<file path="src/rtl/irig_frame_sync_if.sv">
// Symbol-in / time-out bundle between the IRIG-B decoder side and the frame synchronizer.
interface irig_frame_sync_if;
    logic       irig_mark;
    logic       irig_d1;
    logic       irig_d0;
    logic       locked;
    logic       ts_valid;
    logic [6:0] ts_sec;
    logic [6:0] ts_min;
    logic [5:0] ts_hour;
    logic [9:0] ts_day;
    logic [7:0] ts_year;
    logic       frame_err;
    logic       timeout;

    // Symbol source / time consumer side.
    modport master (
        output irig_mark, irig_d1, irig_d0,
        input  locked, ts_valid, ts_sec, ts_min, ts_hour, ts_day, ts_year, frame_err, timeout
    );

    // Frame synchronizer side.
    modport slave (
        input  irig_mark, irig_d1, irig_d0,
        output locked, ts_valid, ts_sec, ts_min, ts_hour, ts_day, ts_year, frame_err, timeout
    );
endinterface

</file>
<file path="src/rtl/irig_frame_sync.sv">
// IRIG-B frame synchronizer: locks on the P0/Pr double marker, tracks symbol position 0..99,
// checks every position marker and publishes the BCD time fields once per frame.
module irig_frame_sync #(
    parameter int unsigned TIMEOUT_CYCLES = 15000
) (
    input  logic              clk,
    input  logic              rst_n,
    irig_frame_sync_if.slave  bus
);

    typedef enum logic [1:0] {StHunt, StMark1, StLocked} state_e;

    state_e      state_q, state_d;
    logic [6:0]  pos_q, pos_d;
    logic [16:0] wdog_q, wdog_d;
    logic [98:1] raw_q, raw_d;
    logic        locked_q, locked_d;
    logic        ts_valid_q, ts_valid_d;
    logic        frame_err_q, frame_err_d;
    logic        timeout_q, timeout_d;
    logic [6:0]  sec_q, sec_d;
    logic [6:0]  min_q, min_d;
    logic [5:0]  hour_q, hour_d;
    logic [9:0]  day_q, day_d;
    logic [7:0]  year_q, year_d;

    logic        sym_mark, sym_d1, sym_d0;
    logic        sym_any, sym_illegal;
    logic [6:0]  pos_adv;
    logic        mark_expected;
    logic        wdog_expired;

    assign sym_mark    = bus.irig_mark;
    assign sym_d1      = bus.irig_d1;
    assign sym_d0      = bus.irig_d0;
    assign sym_any     = sym_mark | sym_d1 | sym_d0;
    assign sym_illegal = (sym_mark & sym_d1) | (sym_mark & sym_d0) | (sym_d1 & sym_d0);

    // Position the incoming symbol occupies once pos has advanced.
    assign pos_adv       = (pos_q == 7'd99) ? 7'd0 : pos_q + 7'd1;
    assign mark_expected = (pos_adv == 7'd0) || ((pos_adv % 7'd10) == 7'd9);
    assign wdog_expired  = (wdog_q == 17'(TIMEOUT_CYCLES));

    // Index positions and reserved/control bits are captured but never published.
    logic unused_raw;
    assign unused_raw = ^{raw_q[98:59], raw_q[54], raw_q[49:42], raw_q[39], raw_q[34],
                          raw_q[29:27], raw_q[24], raw_q[19:18], raw_q[14], raw_q[9], raw_q[5]};

    // Next-state: sync FSM, position tracking, capture, publish and watchdog.
    always_comb begin
        state_d     = state_q;
        pos_d       = pos_q;
        wdog_d      = wdog_q;
        raw_d       = raw_q;
        ts_valid_d  = 1'b0;
        frame_err_d = 1'b0;
        timeout_d   = 1'b0;
        sec_d       = sec_q;
        min_d       = min_q;
        hour_d      = hour_q;
        day_d       = day_q;
        year_d      = year_q;

        unique case (state_q)
            StHunt: begin
                wdog_d = '0;
                if (sym_illegal) begin
                    state_d = StHunt;
                end else if (sym_mark) begin
                    state_d = StMark1;
                end
            end
            StMark1: begin
                if (!sym_any) begin
                    if (wdog_expired) begin
                        timeout_d = 1'b1;
                        state_d   = StHunt;
                        wdog_d    = '0;
                    end else begin
                        wdog_d = wdog_q + 17'd1;
                    end
                end else begin
                    wdog_d = '0;
                    if (sym_illegal || !sym_mark) begin
                        state_d = StHunt;
                    end else begin
                        // Second marker of the pair is Pr, position 0.
                        state_d = StLocked;
                        pos_d   = 7'd0;
                    end
                end
            end
            StLocked: begin
                if (!sym_any) begin
                    if (wdog_expired) begin
                        timeout_d = 1'b1;
                        state_d   = StHunt;
                        wdog_d    = '0;
                    end else begin
                        wdog_d = wdog_q + 17'd1;
                    end
                end else begin
                    wdog_d = '0;
                    pos_d  = pos_adv;
                    if (sym_illegal) begin
                        frame_err_d = 1'b1;
                        state_d     = StHunt;
                    end else if (sym_mark) begin
                        if (!mark_expected) begin
                            // A stray mark may itself be the P0 of a new frame.
                            frame_err_d = 1'b1;
                            state_d     = StMark1;
                        end else if (pos_adv == 7'd99) begin
                            ts_valid_d = 1'b1;
                            sec_d      = {raw_q[8:6], raw_q[4:1]};
                            min_d      = {raw_q[17:15], raw_q[13:10]};
                            hour_d     = {raw_q[26:25], raw_q[23:20]};
                            day_d      = {raw_q[41:40], raw_q[38:35], raw_q[33:30]};
                            year_d     = {raw_q[58:55], raw_q[53:50]};
                        end
                    end else begin
                        if (mark_expected) begin
                            frame_err_d = 1'b1;
                            state_d     = StHunt;
                        end else begin
                            // Positions 0 and 99 are markers, so pos_adv is within 1..98 here.
                            raw_d[pos_adv] = sym_d1;
                        end
                    end
                end
            end
            default: begin
                state_d = StHunt;
                wdog_d  = '0;
            end
        endcase

        locked_d = (state_d == StLocked);
    end

    // State and output registers with synchronous active-low reset.
    always_ff @(posedge clk) begin
        if (!rst_n) begin
            state_q     <= StHunt;
            pos_q       <= '0;
            wdog_q      <= '0;
            raw_q       <= '0;
            locked_q    <= 1'b0;
            ts_valid_q  <= 1'b0;
            frame_err_q <= 1'b0;
            timeout_q   <= 1'b0;
            sec_q       <= '0;
            min_q       <= '0;
            hour_q      <= '0;
            day_q       <= '0;
            year_q      <= '0;
        end else begin
            state_q     <= state_d;
            pos_q       <= pos_d;
            wdog_q      <= wdog_d;
            raw_q       <= raw_d;
            locked_q    <= locked_d;
            ts_valid_q  <= ts_valid_d;
            frame_err_q <= frame_err_d;
            timeout_q   <= timeout_d;
            sec_q       <= sec_d;
            min_q       <= min_d;
            hour_q      <= hour_d;
            day_q       <= day_d;
            year_q      <= year_d;
        end
    end

    assign bus.locked    = locked_q;
    assign bus.ts_valid  = ts_valid_q;
    assign bus.frame_err = frame_err_q;
    assign bus.timeout   = timeout_q;
    assign bus.ts_sec    = sec_q;
    assign bus.ts_min    = min_q;
    assign bus.ts_hour   = hour_q;
    assign bus.ts_day    = day_q;
    assign bus.ts_year   = year_q;

endmodule
</file>
<file path="src/flat_wrapper.sv">
// flat-port wrapper written by rule: the top's interface ports become plain ports
module irig_frame_sync_flat 
#(
    parameter int unsigned TIMEOUT_CYCLES = 15000
)
  (clk, rst_n, bus_irig_mark, bus_irig_d1, bus_irig_d0, bus_locked, bus_ts_valid, bus_ts_sec, bus_ts_min, bus_ts_hour, bus_ts_day, bus_ts_year, bus_frame_err, bus_timeout);
  irig_frame_sync_if bus_i ();
  input  logic clk;
  input  logic rst_n;
  input wire logic [$bits(bus_i.irig_mark)-1:0] bus_irig_mark;
  input wire logic [$bits(bus_i.irig_d1)-1:0] bus_irig_d1;
  input wire logic [$bits(bus_i.irig_d0)-1:0] bus_irig_d0;
  output wire logic [$bits(bus_i.locked)-1:0] bus_locked;
  output wire logic [$bits(bus_i.ts_valid)-1:0] bus_ts_valid;
  output wire logic [$bits(bus_i.ts_sec)-1:0] bus_ts_sec;
  output wire logic [$bits(bus_i.ts_min)-1:0] bus_ts_min;
  output wire logic [$bits(bus_i.ts_hour)-1:0] bus_ts_hour;
  output wire logic [$bits(bus_i.ts_day)-1:0] bus_ts_day;
  output wire logic [$bits(bus_i.ts_year)-1:0] bus_ts_year;
  output wire logic [$bits(bus_i.frame_err)-1:0] bus_frame_err;
  output wire logic [$bits(bus_i.timeout)-1:0] bus_timeout;
  assign bus_i.irig_mark = bus_irig_mark;
  assign bus_i.irig_d1 = bus_irig_d1;
  assign bus_i.irig_d0 = bus_irig_d0;
  assign bus_locked = bus_i.locked;
  assign bus_ts_valid = bus_i.ts_valid;
  assign bus_ts_sec = bus_i.ts_sec;
  assign bus_ts_min = bus_i.ts_min;
  assign bus_ts_hour = bus_i.ts_hour;
  assign bus_ts_day = bus_i.ts_day;
  assign bus_ts_year = bus_i.ts_year;
  assign bus_frame_err = bus_i.frame_err;
  assign bus_timeout = bus_i.timeout;
  irig_frame_sync #(.TIMEOUT_CYCLES(TIMEOUT_CYCLES)) u_core (.clk(clk), .rst_n(rst_n), .bus(bus_i));
endmodule
</file>
<file path="config.mk">
export PLATFORM = sky130hd
export DESIGN_NAME = irig_frame_sync_flat
export DESIGN_NICKNAME = d
export VERILOG_FILES = /design/src/rtl/irig_frame_sync_if.sv /design/src/rtl/irig_frame_sync.sv /design/src/flat_wrapper.sv
export SDC_FILE = /design/constraint.sdc
export NUM_CORES = 1
export LEC_CHECK = 0
export CAP_MARGIN = 40
export CORE_UTILIZATION = 30
export DETAILED_ROUTE_END_ITERATION = 16
export PLACE_DENSITY = 0.59
export SYNTH_ARGS = -nofsm -noshare
export SYNTH_HDL_FRONTEND = slang
export SYNTH_SLANG_ARGS = --single-unit
</file>
<file path="constraint.sdc">
create_clock -name clk -period 15.3 [get_ports clk]
set_input_delay 3.06 -clock clk [delete_from_list [all_inputs] [get_ports clk]]
set_output_delay 3.06 -clock clk [all_outputs]
set_load 0.02 [all_outputs]
</file>
* After elaboration in Yosys (flattened, before gate mapping) *
Index checks and enable logic that the tools add are counted.

word-level totals
  input port bits = 5
  logic and storage cells = 82
  output and inout port bits = 42
  register bits = 166

cells by class
  reduce and logical (&&, ||, !) cells = 15
  add/subtract/negate cells = 2
  multiplexer cells = 25
  $lt $le $gt $ge = 2
  bitwise gates (word level) = 14
  equal/unequal tests = 10
  div/mod/pow operators = 1

operators with widths
  kind                                                                                 count
  98-bit bitwise mux                                                                   1
  7-bit two-way mux                                                                    4
  2-bit two-way mux                                                                    10
  17-bit by 1-bit adder with 17-bit output, second input constant                      1
  17-bit by 14-bit == test with 1-bit output, second input constant                    1
  7-bit == test, second input constant                                                 2
  7-bit case mux with 2 select lines                                                   1
  7-bit by 8-bit < comparator with 1-bit output, second input constant                 1
  7-bit by 1-bit adder with 7-bit output, second input constant                        1
  1-bit demux with 7-bit select                                                        1
  7-bit by 4-bit == test with 1-bit output, second input constant                      1
  7-bit by 1-bit greater-or-equal comparator with 1-bit output, second input constant  1
  7-bit logical NOT                                                                    1
  7-bit by 4-bit remainder unit with 7-bit output, second input constant               1
  1-bit two-way mux                                                                    7
  1-bit NOT                                                                            7
  2-bit case mux with 3 select lines                                                   1
  6-bit AND reduction                                                                  1
  6-bit OR reduction                                                                   1
  5-bit AND reduction                                                                  1
  2-bit == test, second input constant                                                 2
  2-bit by 1-bit inequality test with 1-bit output, second input constant              2
  1-bit OR                                                                             4
  4-bit AND reduction                                                                  1
  other kinds (12)                                                                     15

* Logic depth before layout (Yosys ltp) *
Gate-level depths: netlist (run 1).

  depth in word-level cells = 11
  gate-level depth with buffers = 35
  mapped depth without buffers = 33

* Worst setup path after synthesis (run 1) *
OpenSTA, ideal clock, no wires.

  path type = register to register
  start point = reg u_core.pos_q[0]
  end point = reg u_core.raw_q[41] (netlist bit)
  setup slack = 9403 ps
  required time = 15184 ps
  clock period less this slack = 5897 ps
  cell stages (with the launch flop) = 34
  library setup time = 116 ps
  data arrival time = 5781 ps
  path buffers = 2
  cell sequence = dfxtp_1 ha_1 nand4bb_4 o32a_4 and2_1 buf_2 inv_1 ha_1 a21oi_4 o221a_4 inv_2 ha_1 clkbuf_1 a21oi_1 o311a_1 o21ai_0 nand2_1 a21oi_1 a21oi_1 ha_1 o21ai_0 a311o_1 a211oi_2 nand2_1 nor2_1 nor2_1 ha_1 o2111ai_1 nor3_1 nand3_1 inv_1 nand3_1 mux2i_1 nor2b_1

between the ends
  word-level cells in the longest chain between the ends = 7
  elaborated cells on any way between the ends = 15
  classes of those cells = add/sub: 1; div: 1; order compare: 2; eq/ne: 2; mux: 4; bitwise: 1; reduce/logical: 4

ends and longest elaborated chain
  element                                                                               RTL line                                       RTL
  start: declaration                                                                    irig_frame_sync.sv:14                          logic [6:0] pos_q, pos_d;
  start signal: assignment                                                              irig_frame_sync.sv:159                         pos_q <= pos_d;
  7-bit by 1-bit adder with 7-bit output / 7-bit == test (equally long branches)        irig_frame_sync.sv:40                          assign pos_adv = (pos_q == 7'd99) ? 7'd0 : pos_q + 7'd1;
  7-bit two-way mux (*)                                                                 irig_frame_sync.sv:40
  7-bit by 4-bit remainder unit with 7-bit output (tied with other cells)               irig_frame_sync.sv:41                          assign mark_expected = (pos_adv == 7'd0) || ((pos_adv % 7'd10) == 7'd9);
  7-bit by 4-bit == test with 1-bit output / 1-bit logical AND (equally long branches)  irig_frame_sync.sv:41, irig_frame_sync.sv:127
  1-bit logical OR / 1-bit two-way mux (equally long branches)                          irig_frame_sync.sv:41, irig_frame_sync.sv:127
  1-bit NOT (no line) / 1-bit demux with 7-bit select (equally long branches)           n/a
  5-bit AND reduction (no line) / 98-bit bitwise mux (equally long branches)            n/a
  end signal: assignment                                                                irig_frame_sync.sv:161                         raw_q <= raw_d;
  end: declaration                                                                      irig_frame_sync.sv:16                          logic [98:1] raw_q, raw_d;

Every way passes the cells marked *; elsewhere a longest branch is shown, timed or not.
A chain may end at the register's enable or synchronous reset.

* Final worst setup path (run 1) *
Ends and elaborated chain as after synthesis.

==> impl_metrics.tcl, run 1 <==
set metrics [dict create \
    insertion_delay_ps 360 \
    worstPathArrival_ps 7340 \
    grt_use_total_pct 14.8 \
    relSlewSlack_pct 44.6 \
    grt_max_degree 96 \
    fin_area_um2 6700 \
    synth_top_flop_cell "dfxtp_1" \
    antenna_found_initial 0 \
    finalNonFillerCells 983 \
    pwr-share-comb_pct 3.0 \
    drt_iter0_markers 295 \
    min_period_ps 7080 \
    cts_root_buf "clkbuf_16" \
    grt_overflow 0 \
    fill_cells 1985 \
    vdd_drop_max_mv 0.0496 \
    synth.avg_cell_area_um2 8.02 \
    die_w_um 140 \
    cts_resized 0 \
    synth_edf_count 0 \
    worst_path_max_delay_cell "dfxtp_1" \
    cpPeakStageDelay_ps 520 \
    switching_share_pct 23.0 \
    internal_power_mw 0.416 \
    drv_cap 0 \
    p_per_area_nw_per_um2 80.6 \
    worst_hold_path_type "register to register" \
    ant_nets 0 \
    hold_violations 0 \
    path_common_cell "ha_1" \
    fmax_ghz 0.141 \
    place_area_um2 6370 \
    cp-start-kind "register" \
    clockBufferDepth 2 \
    wl_per_cell_um 14.2 \
    syn-num-nets 740 \
    port_buffers 46 \
    p_seq_share_pct 51.1 \
    grt_use_met2_pct 21.8 \
    status "finished clean" \
    ys_seq_elements 106 \
    synth_warnings 0 \
    syn_area_um2 5750 \
    slew_violations 0 \
    numCtsBuffers 9 \
    cts_tree "done" \
    place_congestion 0.869 \
    min_period_over_period_pct 46.3 \
    path_clk_slew_ps 80 \
    clkPwrFrac_pct 45.9 \
    grt_pass1_wl_um 23300 \
    die_h_um 140 \
    vias 5004 \
    ys_seq_area_share_pct 36.9 \
    via_per_inst 5.09 \
    rsz0062_at_grt "false" \
    initial_core_util_pct 30.7 \
    dr.pass1.iters 5 \
    setup_viol_count_final 0 \
    synth_largest_area_cell "dfxtp_1" \
    fp.dieArea_um2 19700 \
    syn_inst 717 \
    hold_ws_ps 457 \
    p_leak_nw 2.21 \
    p_switching_mw 0.124 \
    grt_pass1_vias 4599 \
    synth.top_cell.area_share_pct 36.9 \
    post_cts_buffers 0 \
    worst_pin_slew_ps 830 \
    async_reset_ff_share_pct 0 \
    top_usage_layer "met2" \
    layout.nets 767 \
    worst_setup_path_end_kind "register" \
    total_power_mw 0.540 \
    drc 0 \
    drive_gt1_share_pct 5.87 \
    worst-setup-path-type "register to register" \
    rows 50 \
    cp_max_fo 12 \
    syn2layout_area_growth_pct 16.4 \
    fin_worst_skew_ps 9.61 \
    htree_levels 3 \
    tns_ps 0 \
    wl_um 13900 \
    hold_buffers 0 \
    use_met1_pct 20.8 \
    use_met3_pct 3.59 \
    cts_num_sinks 106 \
    yosys-top-cells-area "dfxtp_1, nand2_1, mux2i_1" \
    antenna_cells 0 \
    detailed_place_hpwl_um 9690 \
    core_um2 18800 \
    dp.cells 967 \
    cp.required_ps 15560 \
    ioPinCount 47 \
    synthDistinctLibCells 71 \
]
-- critical path, delay by kind of cell, from the launching register on --
kind                       cells  cell delay, ps
and+or+nand+nor               12            2630
DFF                            1             520
buffers and inverters          3             480
AOI/OAI and AO/OA             11            1770
adders and majority gates      5            1390
muxes                          1             170
-- logic make-up after synthesis --
kind of cell	count (synthesis)	share of synthesized area [%]
muxes	45	7.87
DFF	106	36.9
xor gates and xnor gates	20	3.18
AOI/OAI and AO/OA	156	18.9
and+or+nand+nor	317	25.0
buffers and inverters	55	4.28
adders and majority gates	18	3.91
-- layer usage --
| metal | share of wire [%] | up-vias |
|---|---|---|
| met5 | 0 | - |
| met2 | 42 | 109 |
| met1 | 51 | 2333 |
| li1 | - | 2543 |
| met3 | 4.9 | 19 |
| met4 | 1.6 | 0 |
-- final timing paths --
kind,from,end,slack [ps],cells after the start
worst min-delay path,u_core.bus.ts_year[4],u_core.bus.ts_year[4],460,2
worst min register to register,u_core.bus.ts_year[4],u_core.bus.ts_year[4],460,2
worst max register to register,u_core.pos_q[0],u_core.raw_q[41],8220,32
worst max-delay path,u_core.pos_q[0],u_core.raw_q[41],8220,32
-- layout by cell type (no fill, tap or decap), types with 17 or more instances in the layout --
cell and count:
clkdlybuf4s50_1 45, nor2_1 76, a21oi_1 19, inv_1 17, ha_1 18, dfxtp_1 106
nand3_1 26, o21ai_0 49, a21boi_0 36, nand2_1 149, mux2i_1 43
-- layout make-up --
class / instances / area, um2 / share of cell area [%]
Clock buffer: 10 / 239 / 3.57
Clock inverter: 6 / 81.3 / 1.21
Inverter: 19 / 71.3 / 1.07
Multi-Input combinational cell: 556 / 3390 / 50.6
Sequential cell: 106 / 2120 / 31.7
Tap cell: 234 / 293 / 4.37
Timing Repair Buffer: 52 / 498 / 7.44
-- cells in the mapped netlist (3+ instances only) --
library cell / count
a22oi_1: 3
nor2_1: 76
ha_1: 18
and2_1: 7
nor3_1: 8
dfxtp_1: 106
nand4_1: 10
nor4_1: 4
a21oi_1: 19
nand2_1: 149
clkbuf_1: 29
nand3_1: 26
o21ai_0: 49
o2111ai_1: 3
nor2b_1: 8
a211oi_1: 3
o211ai_1: 3
nand2b_1: 3
and3_1: 11
a21boi_0: 36
xor2_1: 13
xnor2_1: 6
inv_1: 17
mux2i_1: 43
a21o_1: 6
-- sequential cells by signal (all words and copies together), names as in the netlist --
register / count
u_core.bus.timeout: 1
u_core.bus.locked: 1
u_core.bus.ts_valid: 1
u_core.bus.ts_min: 7
u_core.bus.frame_err: 1
u_core.state_q: 2
u_core.raw_q: 38
u_core.bus.ts_hour: 6
u_core.bus.ts_day: 10
u_core.wdog_q: 17
u_core.pos_q: 7
u_core.bus.ts_year: 8
u_core.bus.ts_sec: 7
-- metrics by stage --
step | setup slack [ps] | utilization (%)
final | 8220 | 35.7
after global routing | 7550 | 35.7
after CTS | 8270 | 35.7
after detailed placement | 8280 | 34.0
after global placement | 8460 | 33.9
after floorplan | 9400 | -
-- power by group through the flow --
stage          clock (mW)  sequential, mW  combinational [mW]
2_1_floorplan           0           0.283              0.0118
3_3_place_gp            0           0.283              0.0163
3_5_place_dp            0           0.283              0.0161
4_1_cts             0.257           0.276              0.0162
5_1_grt             0.264           0.276              0.0183
6_report            0.248           0.276              0.0161
Note: power is estimated with default switching activity, not from simulation.
==> run 2, diff against run 1 <==
- clock period: 15.3 -> 6.85 ns (I/O delays scaled with it)
==> impl_metrics.tcl, run 2 (synthesis gave the netlist of run 1 again) <==
set metrics [dict create \
    cpPeakStageDelay_ps 500 \
    wl_um 14100 \
    path_clk_slew_ps 70 \
    dr.pass1.iters 4 \
    layout.nets 780 \
    initial_core_util_pct 30.7 \
    tns_ps 0 \
    die_w_um 140 \
    insertion_delay_ps 350 \
    relSlewSlack_pct 53.2 \
    p_leak_nw 2.26 \
    syn2layout_area_growth_pct 18.4 \
    port_buffers 46 \
    grt_overflow 0 \
    detailed_place_hpwl_um 9860 \
    numCtsBuffers 9 \
    grt_max_degree 102 \
    pwr-share-comb_pct 3.3 \
    rows 50 \
    grt_pass1_wl_um 23900 \
    cp.required_ps 7100 \
    post_cts_buffers 0 \
    worst_hold_path_type "register to register" \
    layout_commonest_cell "nand2_1" \
    vias 4997 \
    slew_violations 0 \
    drt_iter0_markers 317 \
    rsz0062_at_grt "false" \
    cts_root_buf "clkbuf_16" \
    min_period_ps 6230 \
    grt_use_total_pct 15.0 \
    via_per_inst 5.02 \
    p_per_area_nw_per_um2 170 \
    grt_pass1_vias 4724 \
    worst_pin_slew_ps 702 \
    fin_worst_skew_ps 5.87 \
    min_period_over_period_pct 91.0 \
    drc 0 \
    hold_violations 0 \
    drv_cap 0 \
    cts_tree "done" \
    wl_per_cell_um 14.1 \
    worst-setup-path-type "register to register" \
    fill_cells 1970 \
    largest_register "u_core.raw_q" \
    status "finished clean" \
    cp-start-kind "register" \
    setup_viol_count_final 0 \
    ant_nets 0 \
    antenna_found_initial 0 \
    crit_path_start "u_core.pos_q[1]" \
    r2r-start "u_core.pos_q[1]" \
    drive_gt1_share_pct 8.40 \
    clkPwrFrac_pct 43.4 \
    hold_ws_ps 455 \
    cts_num_sinks 106 \
    final_cell_mix "nand2_1, dfxtp_1, nor2_1" \
    largest_reg_flops 38 \
    ioPinCount 47 \
    internal_power_mw 0.889 \
    hp-start "u_core.raw_q[15]" \
    hold_buffers 0 \
    switching_share_pct 23.1 \
    worst_path_max_delay_cell "or4_1" \
    vdd_drop_max_mv 0.114 \
    htree_levels 3 \
    p_switching_mw 0.268 \
    clockBufferDepth 2 \
    core_um2 18800 \
    worst_setup_path_end_kind "register" \
    fp.dieArea_um2 19700 \
    antenna_cells 0 \
    die_h_um 140 \
    worstPathArrival_ps 6480 \
    place_congestion 0.879 \
    fmax_ghz 0.160 \
    p_seq_share_pct 53.3 \
    cp_max_fo 10 \
    utilization_pct 36.3 \
]
run 2: changes by cell type in the layout (fill, tap and decap cells not counted), sizes merged:
cell / previous run / this run
buf: 7 / 20
bufinv: 1 / 0
clkbuf: 10 / 12
clkinvlp: 0 / 1
inv: 22 / 20
run 2: critical path: cells and delay by family, from the launching register on:
kind | cells | cell delay, ps
simple gates | 12 | 1990
compound gates | 11 | 1880
fa+ha+maj | 5 | 1140
buf+inv | 4 | 550
flops | 1 | 410
mux | 1 | 170
run 2: cell type report:
class                           instances  area [um2]  share of cell area, %
Sequential cell                       106        2130                   31.2
Clock inverter                          4        36.3                  0.533
Inverter                               19        71.3                   1.05
Multi-Input combinational cell        556        3410                   50.0
Clock buffer                           12         246                   3.62
Timing Repair Buffer                   65         631                   9.26
Tap cell                              234         293                   4.30
run 2: what timing repair did:
action,in CTS,in global routing
gates resized for setup,0,10
endpoints found under the hold margin,0,0
endpoints found under the setup margin,0,38
run 2: path summary, 6_finish.rpt:
check | end | slack [ps] | cells past startpoint
hold reg to reg | u_core.bus.ts_min[4] | 460 | 2
hold / removal | u_core.bus.ts_min[4] | 460 | 2
setup / recovery | u_core.raw_q[41] | 620 | 33
setup reg to reg | u_core.raw_q[41] | 620 | 33
run 2: power groups by stage:
stage	logic [mW]	registers [mW]	clock network, mW
after floorplan	0.0263	0.631	0
after global placement	0.0363	0.631	0
after detailed placement	0.0382	0.631	0
after CTS	0.0382	0.617	0.524
after global routing	0.0425	0.616	0.543
final	0.0380	0.616	0.502
run 2: per-layer routing:
layer  routed length [um]  track usage (%)
met5                    0                0
met4                  202             3.78
met3                  824             3.97
met2                 6190             23.0
met1                 6840             20.8
run 2: through the flow:
step	std cells	area [um2]	setup WS, ps	total power, mW
2_1_floorplan	717	5750	953	0.657
3_3_place_gp	978	6470	461	0.668
3_5_place_dp	980	6510	349	0.669
4_1_cts	996	6790	318	1.18
5_1_grt	996	6810	4.97	1.20
6_report	996	6810	619	1.16
==> run 3, diff against run 2 <==
- SKIP_CTS_REPAIR_TIMING: not set -> 1
==> results of run 3 <==
Final layout, timing and power as in run 2 (identical DEF).
